$ cat src/rtl/para_def.sv
// para_def: shared constants, field offsets and types for the category-'a' message
package para_def;
  localparam int MSG_BYTES = 35;
  localparam int MSG_BITS = MSG_BYTES * 8;
  localparam logic [7:0] CATEGORY_A = 8'h61;
  localparam int PID_B = 0, PID_E = 0;
  localparam int CAT_B = 1, CAT_E = 1;
  localparam int TYPE_B = 2, TYPE_E = 2;
  localparam int SYM_B = 4, SYM_E = 8;
  localparam int EXP_B = 10, EXP_E = 12;
  localparam int SDEN_B = 13, SDEN_E = 13;
  localparam int STRK_B = 14, STRK_E = 17;
  localparam int VOL_B = 18, VOL_E = 21;
  localparam int PDEN_B = 22, PDEN_E = 22;
  localparam int PREM_B = 23, PREM_E = 26;
  localparam int TID_B = 27, TID_E = 30;
  typedef enum logic [1:0] {IDLE, COLLECT, DRAIN} state_t;
  typedef struct packed {
    logic [7:0]  pid;
    logic [7:0]  mtype;
    logic [39:0] symbol;
    logic [23:0] expiry;
    logic [7:0]  strike_den;
    logic [31:0] strike;
    logic [31:0] volume;
    logic [7:0]  prem_den;
    logic [31:0] premium;
    logic [31:0] trade_id;
  } fields_t;
  // Bit positions of a byte inside the MSB-first 280-bit word
  function automatic int hi(input int b);
    return MSG_BITS - 1 - 8 * b;
  endfunction
  function automatic int lo(input int b);
    return MSG_BITS - 8 - 8 * b;
  endfunction
endpackage

$ cat src/rtl/stage2_a_field_reg.sv
// stage2_a_field_reg: one-entry valid/ready holding register for the decoded field bundle
//   i_load/i_fields: new field set; i_ready: consumer accept; o_valid/o_fields: held set
module stage2_a_field_reg
  import para_def::*;
(
  input  logic    clk,
  input  logic    rst_n,
  input  logic    i_load,
  input  fields_t i_fields,
  input  logic    i_ready,
  output logic    o_valid,
  output fields_t o_fields
);
  logic    r_valid;
  fields_t r_fields;
  assign o_valid = r_valid;
  assign o_fields = r_fields;
  // A load only occurs when the slot is empty or draining, so it may overwrite
  always_ff @(posedge clk) begin
    if (!rst_n) begin
      r_valid <= 1'b0;
      r_fields <= '0;
    end else if (i_load) begin
      r_valid <= 1'b1;
      r_fields <= i_fields;
    end else if (i_ready) begin
      r_valid <= 1'b0;
    end
  end
endmodule

$ cat src/rtl/stage2_a_unpack.sv
// stage2_a_unpack: rebuilds the 35-byte category-'a' message and presents its fields
//   in_*: byte stream with sop/eop; out_*: field set (valid/ready); err_*: frame error
//   pulses; good_cnt/err_cnt: saturating delivered/dropped frame counters
module stage2_a_unpack
  import para_def::*;
#(
  parameter logic [7:0] CATEGORY = CATEGORY_A,
  parameter int CNT_W = 16
) (
  input  logic             clk,
  input  logic             rst_n,
  input  logic [7:0]       in_data,
  input  logic             in_valid,
  input  logic             in_sop,
  input  logic             in_eop,
  output logic             in_ready,
  output logic             out_valid,
  input  logic             out_ready,
  output logic [7:0]       out_pid,
  output logic [7:0]       out_type,
  output logic [39:0]      out_symbol,
  output logic [23:0]      out_expiry,
  output logic [7:0]       out_strike_den,
  output logic [31:0]      out_strike,
  output logic [31:0]      out_volume,
  output logic [7:0]       out_prem_den,
  output logic [31:0]      out_premium,
  output logic [31:0]      out_trade_id,
  output logic             err_short,
  output logic             err_long,
  output logic             err_cat,
  output logic [CNT_W-1:0] good_cnt,
  output logic [CNT_W-1:0] err_cnt
);
  state_t              r_state;
  logic [5:0]          r_idx;
  logic [MSG_BITS-9:0] r_acc;
  logic                r_err_short, r_err_long, r_err_cat;
  logic [CNT_W-1:0]    r_good, r_err;
  logic [MSG_BITS-1:0] w_word;
  fields_t             w_fields, w_out;
  logic                w_acc, w_col, w_last, w_end, w_cat_ok, w_short, w_long, w_cat, w_load;
  logic                w_unused;
  assign in_ready = !out_valid || out_ready;
  assign w_acc = in_valid && in_ready;
  // sop always restarts, so only non-sop bytes continue a frame
  assign w_col = w_acc && !in_sop && r_state == COLLECT;
  assign w_last = r_idx == 6'(MSG_BYTES - 1);
  // The byte being accepted completes the word when it is byte 34
  assign w_word = {r_acc, in_data};
  assign w_end = w_col && in_eop && w_last;
  assign w_cat_ok = w_word[hi(CAT_B):lo(CAT_E)] == CATEGORY;
  assign w_short = w_col && in_eop && !w_last;
  assign w_long = w_col && !in_eop && w_last;
  assign w_cat = w_end && !w_cat_ok;
  assign w_load = w_end && w_cat_ok;
  assign w_fields.pid = w_word[hi(PID_B):lo(PID_E)];
  assign w_fields.mtype = w_word[hi(TYPE_B):lo(TYPE_E)];
  assign w_fields.symbol = w_word[hi(SYM_B):lo(SYM_E)];
  assign w_fields.expiry = w_word[hi(EXP_B):lo(EXP_E)];
  assign w_fields.strike_den = w_word[hi(SDEN_B):lo(SDEN_E)];
  assign w_fields.strike = w_word[hi(STRK_B):lo(STRK_E)];
  assign w_fields.volume = w_word[hi(VOL_B):lo(VOL_E)];
  assign w_fields.prem_den = w_word[hi(PDEN_B):lo(PDEN_E)];
  assign w_fields.premium = w_word[hi(PREM_B):lo(PREM_E)];
  assign w_fields.trade_id = w_word[hi(TID_B):lo(TID_E)];
  // Reserved bytes 3, 9 and 31-34 carry nothing
  assign w_unused = ^{w_word[hi(3):lo(3)], w_word[hi(9):lo(9)], w_word[hi(31):0]};
  always_ff @(posedge clk) begin
    if (!rst_n) begin
      r_state <= IDLE;
      r_idx <= '0;
      r_acc <= '0;
      r_err_short <= 1'b0;
      r_err_long <= 1'b0;
      r_err_cat <= 1'b0;
      r_good <= '0;
      r_err <= '0;
    end else begin
      r_err_short <= w_short;
      r_err_long <= w_long;
      r_err_cat <= w_cat;
      if (w_acc && in_sop) begin
        r_state <= COLLECT;
        r_idx <= 6'd1;
        r_acc <= {{(MSG_BITS - 16){1'b0}}, in_data};
      end else if (w_col) begin
        r_acc <= {r_acc[MSG_BITS-17:0], in_data};
        r_idx <= r_idx + 6'd1;
        r_state <= w_long ? DRAIN : in_eop ? IDLE : COLLECT;
      end else if (w_acc && in_eop && r_state == DRAIN) begin
        r_state <= IDLE;
      end
      if (w_load && !(&r_good)) r_good <= r_good + CNT_W'(1);
      if ((w_short || w_long || w_cat) && !(&r_err)) r_err <= r_err + CNT_W'(1);
    end
  end
  stage2_a_field_reg u_field_reg (
    .clk     (clk),
    .rst_n   (rst_n),
    .i_load  (w_load),
    .i_fields(w_fields),
    .i_ready (out_ready),
    .o_valid (out_valid),
    .o_fields(w_out)
  );
  assign out_pid = w_out.pid;
  assign out_type = w_out.mtype;
  assign out_symbol = w_out.symbol;
  assign out_expiry = w_out.expiry;
  assign out_strike_den = w_out.strike_den;
  assign out_strike = w_out.strike;
  assign out_volume = w_out.volume;
  assign out_prem_den = w_out.prem_den;
  assign out_premium = w_out.premium;
  assign out_trade_id = w_out.trade_id;
  assign err_short = r_err_short;
  assign err_long = r_err_long;
  assign err_cat = r_err_cat;
  assign good_cnt = r_good;
  assign err_cnt = r_err;
endmodule

$ cat config.mk
export PLATFORM = sky130hd
export DESIGN_NAME = stage2_a_unpack
export DESIGN_NICKNAME = d
export VERILOG_FILES = /design/src/rtl/para_def.sv /design/src/rtl/stage2_a_field_reg.sv /design/src/rtl/stage2_a_unpack.sv
export SDC_FILE = /design/constraint.sdc
export NUM_CORES = 1
export LEC_CHECK = 0
export BUFFER_PORTS_ARGS = -buffer_cell sky130_fd_sc_hd__buf_4
export CAP_MARGIN = 20
export CELL_PAD_IN_SITES_DETAIL_PLACEMENT = 1
export CELL_PAD_IN_SITES_GLOBAL_PLACEMENT = 1
export CORE_ASPECT_RATIO = 0.5
export CORE_MARGIN = 4
export CORE_UTILIZATION = 30
export CTS_CLUSTER_SIZE = 14
export DETAILED_ROUTE_END_ITERATION = 6
export PLACE_DENSITY_LB_ADDON = 0.1
export SYNTH_ARGS = -nofsm -noshare
export SYNTH_HDL_FRONTEND = slang
export SYNTH_SLANG_ARGS = --single-unit
$ cat constraint.sdc
create_clock -name clk -period 3.3 [get_ports clk]
set_clock_uncertainty 0.2 [all_clocks]
set_input_delay 0.495 -clock clk [delete_from_list [all_inputs] [get_ports clk]]
set_output_delay 0.495 -clock clk [all_outputs]
set_load 0.005 [all_outputs]
==> flow_summary.json <==
{
  "status": "finished clean",
  "numCtsBuffers": 52,
  "final_nets": 2615,
  "core-area_sq_um": 62900,
  "htreeDepth": 2,
  "slew_viol_final": 0,
  "async_flop_share_pct": 0,
  "worstSetupPathType": "flop to flop",
  "syn_inst": 2408,
  "portBuffers": 274,
  "holdCritPathClass": "input pin to flop",
  "cts_setup_buffers": 0,
  "synth.top_cell.area_share_pct": 56.7,
  "diodes": 0,
  "crit_arrival_ns": 2.84,
  "wirelength_mm": 57.7,
  "period_minus_slack_ns": 2.54,
  "grt_max_degree": 191,
  "min_path_cells": 3,
  "drive_gt1_share_pct": 15.1,
  "netlist_top_cells_count": "1013 x nand2_1, 540 x dfxtp_1, 518 x a21oi_1",
  "dieHeight_um": 186,
  "grt_usage_pct": 16.5,
  "num_io_pins": 275,
  "ir_worst_vdd_uv": 332,
  "clock_path_buffers": 3,
  "hpwl_mm": 36.0,
  "max_freq_mhz": 394,
  "synth_edf_count": 0,
  "synth.avg_cell_area_sq_um": 7.92,
  "stdcell_count": 3474,
  "critical-path-slowest-cell": "or4_4",
  "critPathLaunch": "r_idx[0]$_SDFFE_PN0P_",
  "worst_slew_pin_slew_ns": 0.994,
  "ys_seq_area_share_pct": 56.7,
  "p_leak_nw": 8.10,
  "cap_violations": 0,
  "num_rows": 65,
  "vias": 16420,
  "grt_setup_unrepaired": "false",
  "root_buffer": "clkbuf_16",
  "chipWidth_um": 364,
  "fin_util_pct": 37.5,
  "gp_congestion": 0.726,
  "clock-sinks": 540,
  "synth_area_leaders": "dfxtp_1 57%, nand2_1 20%, a21oi_1 14%",
  "relSlewSlack_pct": 33.8,
  "insertion_delay_ns": 0.58,
  "drt_iter0_markers": 811,
  "grt.overflow.total": 0,
  "synth.distinct_cells": 54,
  "crit_fanout": 22,
  "cpPeakStageDelay_ns": 0.60,
  "grt_pass1_vias": 16172,
  "synth_area_leader_cell": "dfxtp_1",
  "synth_area_sq_um": 19100,
  "via_per_inst": 4.73,
  "timing.rr.start": "r_idx[0]$_SDFFE_PN0P_",
  "synth_nets": 2426,
  "synth_flop_cell": "dfxtp_1",
  "end_kind": "flop",
  "final_antenna_net_count": 0,
  "path_cells": "inv_1 > ha_1 > and3b_1 > and4_4 > or4_4 > or4_1 > a21oi_1",
  "start_util_pct": 30.3,
  "critPathLaunchType": "flop",
  "dp_cells": 3371,
  "ys_warn_count": 0,
  "min_period_over_period_pct": 77.0,
  "ys_seq_elements": 540,
  "fin_tns_setup_ns": 0,
  "grt_pass1_wl_mm": 91.3,
  "cts_tree": "built",
  "drc_errors": 0,
  "reg2reg_depth": 7,
  "setup-violations-final": 0,
  "powerDensity_nw_per_um2": 544,
  "synth_most_common_cell": "nand2_1",
  "grt_antenna_before_repair": 0,
  "hold_viol_final": 0,
  "syn2layout_area_growth_pct": 23.9,
  "required_ns": 3.60,
  "fp.dieArea_sq_um": 67900,
  "dr.pass1.iters": 4,
  "min_from": "rst_n",
  "finalPower_mw": 12.8,
  "routedWlPerCell_um": 16.6,
  "clk_pin_slew_ns": 0.06
}
-- flip-flops by register name (all words and copies together), names as in the netlist, 2 cells and up --
register and cells:
err_cnt 16, u_field_reg.o_fields 224, good_cnt 16, r_idx 6
r_acc 272, r_state 2
-- cell families after synthesis --
logic type / share of synthesized area, %
compound gates: 14.9
xor+xnor: 0.459
flops: 56.7
simple gates: 23.5
buf+inv: 3.83
mux: 0.263
fa+ha+maj: 0.263
-- cell type report --
type | instances | area, sq um
clock inverter | 16 | 136
inverter | 4 | 22.5
fill | 7574 | 39300
clock buffer | 78 | 1560
sequential | 540 | 10800
multi-input combinational | 1690 | 7550
tap | 837 | 1050
timing repair buffer | 309 | 2490
-- per-layer routing --
layer / vias up / track usage (%) / share of wire, %
met1: 7964 / 22.0 / 48
met5: - / 0 / 0
met3: 64 / 2.75 / 2.9
li1: 8237 / - / -
met4: 0 / 3.06 / 1.6
met2: 155 / 28.5 / 48
-- where the power goes --
group | leakage (nW) | internal [mW] | switching [mW] | total [mW]
clock network | 0.847 | 3.42 | 2.64 | 6.05
registers | 4.35 | 6.52 | 0.00569 | 6.53
logic | 2.90 | 0.0543 | 0.211 | 0.266
-- through the flow --
stage	setup WS, ns	area [sq um]	hold slack [ns]
after floorplan	1.02	19100	0.232
after global placement	0.716	21800	0.237
after detailed placement	0.681	21800	0.247
after CTS	0.725	23600	0.0499
after global routing	0.527	23600	0.0676
final	0.759	23600	0.0988
-- path summary, 6_finish.rpt --
check / to / slack, ns
setup / recovery: err_cnt[14]$_SDFFE_PN0P_ / 0.76
hold / removal: err_cnt[7]$_SDFFE_PN0P_ / 0.1
setup reg to reg: err_cnt[14]$_SDFFE_PN0P_ / 0.76
hold reg to reg: r_acc[15]$_SDFFE_PP0P_ / 0.25
-- critical path: cells and delay by family, from the launching register on --
family	cells	cell delay, ns
fa+ha+maj	1	0.20
simple gates	4	1.44
buf+inv	1	0.06
flops	1	0.40
compound gates	1	0.16
-- layout by cell type (no fill, tap or decap), types with 5 or more instances in the layout --
master / synthesis / routed
nor2_1: 18 / 18
dfxtp_1: 540 / 540
o21ai_0: 15 / 15
nand2_1: 1013 / 1012
clkbuf_8: 0 / 14
buf_4: 1 / 288
clkbuf_1: 120 / 11
clkbuf_16: 0 / 53
nand4_1: 10 / 10
nand2b_1: 5 / 5
and4_1: 6 / 5
clkinv_2: 0 / 12
xnor2_1: 6 / 6
or3_1: 15 / 15
nand3_1: 13 / 12
dlygate4sd3_1: 0 / 9
and3_1: 7 / 7
buf_12: 0 / 12
mux2i_1: 5 / 5
a21oi_1: 518 / 518
-- timing repair --
item / in CTS / in global routing
gates resized for setup: 0 / 0
hold endpoints to repair: 10 / 0
hold buffers: 9 / 0
Note: power is estimated with default switching activity, not from simulation.
